`config.mk`:
```
export PLATFORM = sky130hd
export DESIGN_NAME = a2d_chnl_seq
export DESIGN_NICKNAME = d
export VERILOG_FILES = /design/src/rtl/a2d_chnl_seq.sv
export SDC_FILE = /design/constraint.sdc
export NUM_CORES = 1
export LEC_CHECK = 0
export CAP_MARGIN = 20
export CORE_ASPECT_RATIO = 0.7
export CORE_UTILIZATION = 50
export CTS_CLUSTER_SIZE = 24
export DETAILED_ROUTE_END_ITERATION = 6
export PLACE_DENSITY_LB_ADDON = 0.08
export SKIP_LAST_GASP = 1
export SLEW_MARGIN = 10
export SYNTH_ARGS = -nofsm -noshare
export SYNTH_HDL_FRONTEND = slang
export SYNTH_SLANG_ARGS = --single-unit
```
`constraint.sdc`:
```
create_clock -name clk -period 2.5 [get_ports clk]
set_clock_uncertainty 0.05 [all_clocks]
set_input_delay 0.25 -clock clk [delete_from_list [all_inputs] [get_ports clk]]
set_output_delay 0.25 -clock clk [all_outputs]
set_load 0.01 [all_outputs]
```
`src/rtl/a2d_chnl_seq.sv`:
```
// Round-robin A2D conversion scheduler: left load, right load and battery through one SPI master.
// Build option A2D_SEQ_AVG_EN: each channel register holds a rounded average of old and new samples.

module a2d_chnl_seq #(
    parameter logic [2:0]  LFT_CHNL  = 3'd0,
    parameter logic [2:0]  RGHT_CHNL = 3'd4,
    parameter logic [2:0]  BATT_CHNL = 3'd5,
    parameter int unsigned TMO_W     = 10
) (
    input  logic        clk,
    input  logic        rst_n,
    input  logic        nxt,
    input  logic        spi_done,
    input  logic [15:0] spi_rd_data,
    output logic        spi_wrt,
    output logic [15:0] spi_cmd,
    output logic [11:0] lft_ld,
    output logic [11:0] rght_ld,
    output logic [11:0] batt,
    output logic        rnd_done,
    output logic        busy,
    output logic        tmo_err
);
    localparam int unsigned DW = 12;

    typedef enum logic [2:0] {IDLE, CMD, WAIT_C, GAP, RD, WAIT_R, CAPT, DONE} state_t;
    typedef enum logic [1:0] {CH_LFT, CH_RGHT, CH_BATT} chnl_t;

    state_t           state;
    chnl_t            chnl;
    logic             pending;
    logic [TMO_W-1:0] tmo_cnt;
    logic [TMO_W-1:0] tmo_inc_c;
    logic [DW-1:0]    temp;
    logic [DW-1:0]    capt_val_c;
    logic             unused_rd_bits;

    assign unused_rd_bits = ^spi_rd_data[15:12];
    assign tmo_inc_c      = tmo_cnt + TMO_W'(1);

    function automatic logic [15:0] cmd_word(input chnl_t ch);
        case (ch)
            CH_RGHT: return {2'b00, RGHT_CHNL, 11'h000};
            CH_BATT: return {2'b00, BATT_CHNL, 11'h000};
            default: return {2'b00, LFT_CHNL, 11'h000};
        endcase
    endfunction

`ifdef A2D_SEQ_AVG_EN
    logic [2:0]    primed;
    logic [DW-1:0] old_c;
    logic          primed_c;
    logic [DW:0]   sum_c;

    // Rounded mean of the stored and new sample; first sample per channel is taken as-is.
    always_comb begin
        old_c    = lft_ld;
        primed_c = primed[0];
        case (chnl)
            CH_RGHT: begin old_c = rght_ld; primed_c = primed[1]; end
            CH_BATT: begin old_c = batt;    primed_c = primed[2]; end
            default: begin old_c = lft_ld;  primed_c = primed[0]; end
        endcase
        sum_c      = {1'b0, old_c} + {1'b0, temp} + (DW+1)'(1);
        capt_val_c = primed_c ? sum_c[DW:1] : temp;
    end
`else
    assign capt_val_c = temp;
`endif

    always_ff @(posedge clk or negedge rst_n) begin
        if (!rst_n) begin
            state    <= IDLE;
            chnl     <= CH_LFT;
            pending  <= 1'b0;
            tmo_cnt  <= '0;
            temp     <= '0;
            spi_wrt  <= 1'b0;
            spi_cmd  <= '0;
            lft_ld   <= '0;
            rght_ld  <= '0;
            batt     <= '0;
            rnd_done <= 1'b0;
            busy     <= 1'b0;
            tmo_err  <= 1'b0;
`ifdef A2D_SEQ_AVG_EN
            primed   <= '0;
`endif
        end else begin
            spi_wrt  <= 1'b0;
            rnd_done <= 1'b0;
            tmo_err  <= 1'b0;
            // A request arriving mid-round (including DONE) is remembered, depth one.
            if (nxt && state != IDLE) pending <= 1'b1;

            case (state)
                IDLE: begin
                    if (nxt || pending) begin
                        pending <= 1'b0;
                        spi_wrt <= 1'b1;
                        spi_cmd <= cmd_word(chnl);
                        busy    <= 1'b1;
                        state   <= CMD;
                    end
                end
                CMD: begin
                    tmo_cnt <= '0;
                    state   <= WAIT_C;
                end
                WAIT_C, WAIT_R: begin
                    if (spi_done) begin
                        if (state == WAIT_R) begin
                            temp  <= spi_rd_data[DW-1:0];
                            state <= CAPT;
                        end else begin
                            state <= GAP;
                        end
                    end else if (tmo_inc_c == '1) begin
                        tmo_err <= 1'b1;
                        busy    <= 1'b0;
                        chnl    <= CH_LFT;
                        pending <= 1'b0;
                        state   <= IDLE;
                    end else begin
                        tmo_cnt <= tmo_inc_c;
                    end
                end
                GAP: begin
                    spi_wrt <= 1'b1;
                    state   <= RD;
                end
                RD: begin
                    tmo_cnt <= '0;
                    state   <= WAIT_R;
                end
                CAPT: begin
`ifdef A2D_SEQ_AVG_EN
                    primed <= primed | (3'b001 << chnl);
`endif
                    case (chnl)
                        CH_LFT: begin
                            lft_ld  <= capt_val_c;
                            chnl    <= CH_RGHT;
                            spi_cmd <= cmd_word(CH_RGHT);
                            spi_wrt <= 1'b1;
                            state   <= CMD;
                        end
                        CH_RGHT: begin
                            rght_ld <= capt_val_c;
                            chnl    <= CH_BATT;
                            spi_cmd <= cmd_word(CH_BATT);
                            spi_wrt <= 1'b1;
                            state   <= CMD;
                        end
                        default: begin
                            batt     <= capt_val_c;
                            chnl     <= CH_LFT;
                            rnd_done <= 1'b1;
                            busy     <= 1'b0;
                            state    <= DONE;
                        end
                    endcase
                end
                DONE: state <= IDLE;
                default: state <= IDLE;
            endcase
        end
    end

endmodule

```
==> results.sh, run 1 <==
export IMPL_cts_root_buf="clkbuf_8"
export IMPL_cts_setup_buffers=0
export IMPL_yosysMostFrequentCell="dfrtp_1"
export IMPL_synth_edff_count=0
export IMPL_ys_async_sr_fraction_pct=100
export IMPL_instances_no_fill=437
export IMPL_synth_ff_latch_count=70
export IMPL_numPortBuffers=57
export IMPL_synth_top_flop_cell="dfrtp_1"
export IMPL_period_needed_ns=2.23
export IMPL_clk_pin_slew_ns=0.07
export IMPL_htree_num_levels=3
export IMPL_ys_warn_count=0
export IMPL_finalNetCount=381
export IMPL_max_slew_margin_pct=57.8
export IMPL_viasPerCell=5.16
export IMPL_fin_util_pct=65.3
export IMPL_drc=4
export IMPL_hold_viol=0
export IMPL_hold_class="input pin to asynchronous set/reset pin"
export IMPL_placedCellCount=420
export IMPL_ys_types=53
export IMPL_fp_coreArea_mm2=0.00625
export IMPL_avgRoutedWirePerCell_um=14.2
export IMPL_drive_gt1_share_pct=14.5
export IMPL_place_congestion=0.915
export IMPL_fmax_mhz=449
export IMPL_antenna_cells=0
export IMPL_die_w_um=98.4
export IMPL_fin_crit_sh_pct=89.0
export IMPL_pin_count=76
export IMPL_synth_area_mm2=0.00325
export IMPL_worst_ep_required_time_ns=2.67
export IMPL_yosysTopAreaCell="dfrtp_1"
export IMPL_drt_total_wl_um=6210
export IMPL_arrival_ns=2.40
export IMPL_syn_to_final_growth_pct=25.4
export IMPL_ir_worst_vdd_v=0.000607
export IMPL_rows=24
export IMPL_synth_area_top_cells="dfrtp_1 (54%), mux2_1 (7.3%), nand2_1 (6.2%)"
export IMPL_cts_buffers=9
export IMPL_initial_core_util_pct=52.1
export IMPL_holdWs_ns=0.346
export IMPL_grt_setup_unrepaired="no"
export IMPL_synthTopCellsByCount="dfrtp_1 (70), nand2_1 (54), mux2_1 (21), buf_4 (15), mux2_2 (15)"
export IMPL_critPathKind="flop to flop"
export IMPL_avgSynthCellArea_um2=11.2
export IMPL_ant_nets=0
export IMPL_leakage_uw=0.00192
export IMPL_max_stage_delay_ns=0.49
export IMPL_cts_sinks=70
export IMPL_end_kind="flop"
export IMPL_outcome="finished with violations"
export IMPL_violations="design-rule violations"
export IMPL_grt_pass1_wl_um=10300
export IMPL_netlist_area_leader_share_pct=53.9
export IMPL_die_h_um=69.5
export IMPL_fp_dieArea_mm2=0.00684
export IMPL_drt_iter0_drc=115
export IMPL_path_max_fanout=12
export IMPL_tns_ns=0
export IMPL_grt_usage_pct=19.9
export IMPL_overflow=0
export IMPL_cap_viol_max_count=0
export IMPL_antenna_found_initial=0
export IMPL_vias=2255
export IMPL_tightest_slew_ns=0.632
export IMPL_finalSetupViolations=0
export IMPL_slowest_stage="dfrtp_1"
export IMPL_start_kind="flop"
export IMPL_yosysSeqAreaShare_pct=53.9
export IMPL_grt_max_degree=32
export IMPL_grt_pass1_vias=2072
export IMPL_clock_path_buffers=2
export IMPL_firstDrtPassIters=7
export IMPL_crit_path_cell_trace="or3b_4 > a21oi_2 > nor4b_2 > nor2_1 > buf_12 > and2_4 > a221o_1"
export IMPL_slew_violations=0
export IMPL_cts_tree="done"
export IMPL_clk_latency_ns=0.34
export IMPL_power_total_uw=4730
export IMPL_syn_inst=290
export IMPL_power_density_mw_per_mm2=1160
export IMPL_hpwl_um=4510
final cells by class:
| class | instances | area (µm²) |
|---|---|---|
| Clock buffer | 12 | 155 |
| Timing Repair Buffer | 66 | 648 |
| Multi-Input combinational cell | 199 | 1350 |
| Tap cell | 78 | 97.6 |
| Fill cell | 511 | 2170 |
| Clock inverter | 4 | 45.0 |
| Inverter | 8 | 30.0 |
| Sequential cell | 70 | 1750 |
stage by stage:
| step | worst slack (ns) | area, µm² |
|---|---|---|
| floorplan | 0.492 | 3300 |
| global placement | 0.308 | 3870 |
| detailed placement | 0.270 | 3870 |
| CTS | 0.266 | 4080 |
| global route | 0.115 | 4080 |
| finish | 0.274 | 4080 |
final timing paths:
| kind | startpoint | slack, ns | depth (start not counted) | to |
|---|---|---|---|---|
| min | rst_n | 0.35 | 2 | lft_ld[5] |
| max reg2reg | state[0] | 0.27 | 7 | tmo_cnt[2] |
| max | state[0] | 0.27 | 7 | tmo_cnt[2] |
| min in group clk | batt[7] | 0.43 | 2 | batt[7] |
| max in group asynchronous | rst_n | 1.30 | 3 | batt[0] |
| min reg2reg | batt[7] | 0.43 | 2 | batt[7] |
worst max-delay path, delay by kind of cell (launching register included):
kind / cells / cell delay, ns
AND/OR/NAND/NOR: 4 / 0.97
AO/OA/AOI/OAI: 2 / 0.45
flip-flops: 1 / 0.49
buffers and inverters: 1 / 0.15
state kept, by name, indices dropped and copies added, names as in the netlist:
register,cells
rght_ld,12
pending,1
lft_ld,12
spi_cmd,2
busy,1
tmo_err,1
tmo_cnt,10
state,3
chnl,2
rnd_done,1
capt_val_c,12
batt,12
spi_wrt,1
layout by cell type, fill, tap and decap left out, drive strengths merged, types with 2 or more instances in the layout:
master          n
a21o            3
a21oi           9
a22o            2
a31oi           2
a32oi           2
and2            2
and3            3
buf             9
clkbuf         12
clkdlybuf4s50  56
clkinv          3
conb           14
dfrtp          70
ha              7
inv             8
mux2           36
nand2          54
nand3           6
nand4           4
nor2            9
nor2b           2
nor3            4
nor4b           2
o21ai           8
o221ai          2
o31ai           4
or2             3
or3             3
xor2            3
per-layer routing:
layer,GRT usage [%],up-vias,share of wire [%]
li1,-,1111,-
met1,28.8,1077,50
met2,28.3,62,45
met3,6.35,5,4.8
met4,6.47,0,0.82
met5,0,-,0
report_power, final:
group,switching [µW],total (µW),internal (µW),leakage (µW)
registers,337,1930,1590,0.000889
logic,871,1900,1030,0.000928
clock network,393,904,510,0.000106
total,1600,4730,3130,0.00192
cells by family (layout without fill, tap and decap cells):
family | count (synthesis) | in the layout | synth area share (%)
other cells | 1 | 14 | 0.115
flops | 70 | 70 | 53.9
buf+inv | 34 | 90 | 6.08
xor+xnor | 3 | 3 | 0.808
fa+ha+maj | 7 | 7 | 2.69
mux | 36 | 36 | 12.5
compound gates | 41 | 41 | 8.97
simple gates | 98 | 98 | 15.0
what timing repair did:
item,CTS,global route
resized for setup,0,0
endpoints found under the hold margin,17,0
hold buffers,1,0
No activity file was read; power rests on OpenSTA's default activity.
==> run 2: changes to the inputs <==
GPL_TIMING_DRIVEN = 1   (was unset)
SLEW_MARGIN = unset   (was 10)
==> results of run 2 <==
Same layout as run 1: the final DEF is identical, and so are final timing and power.
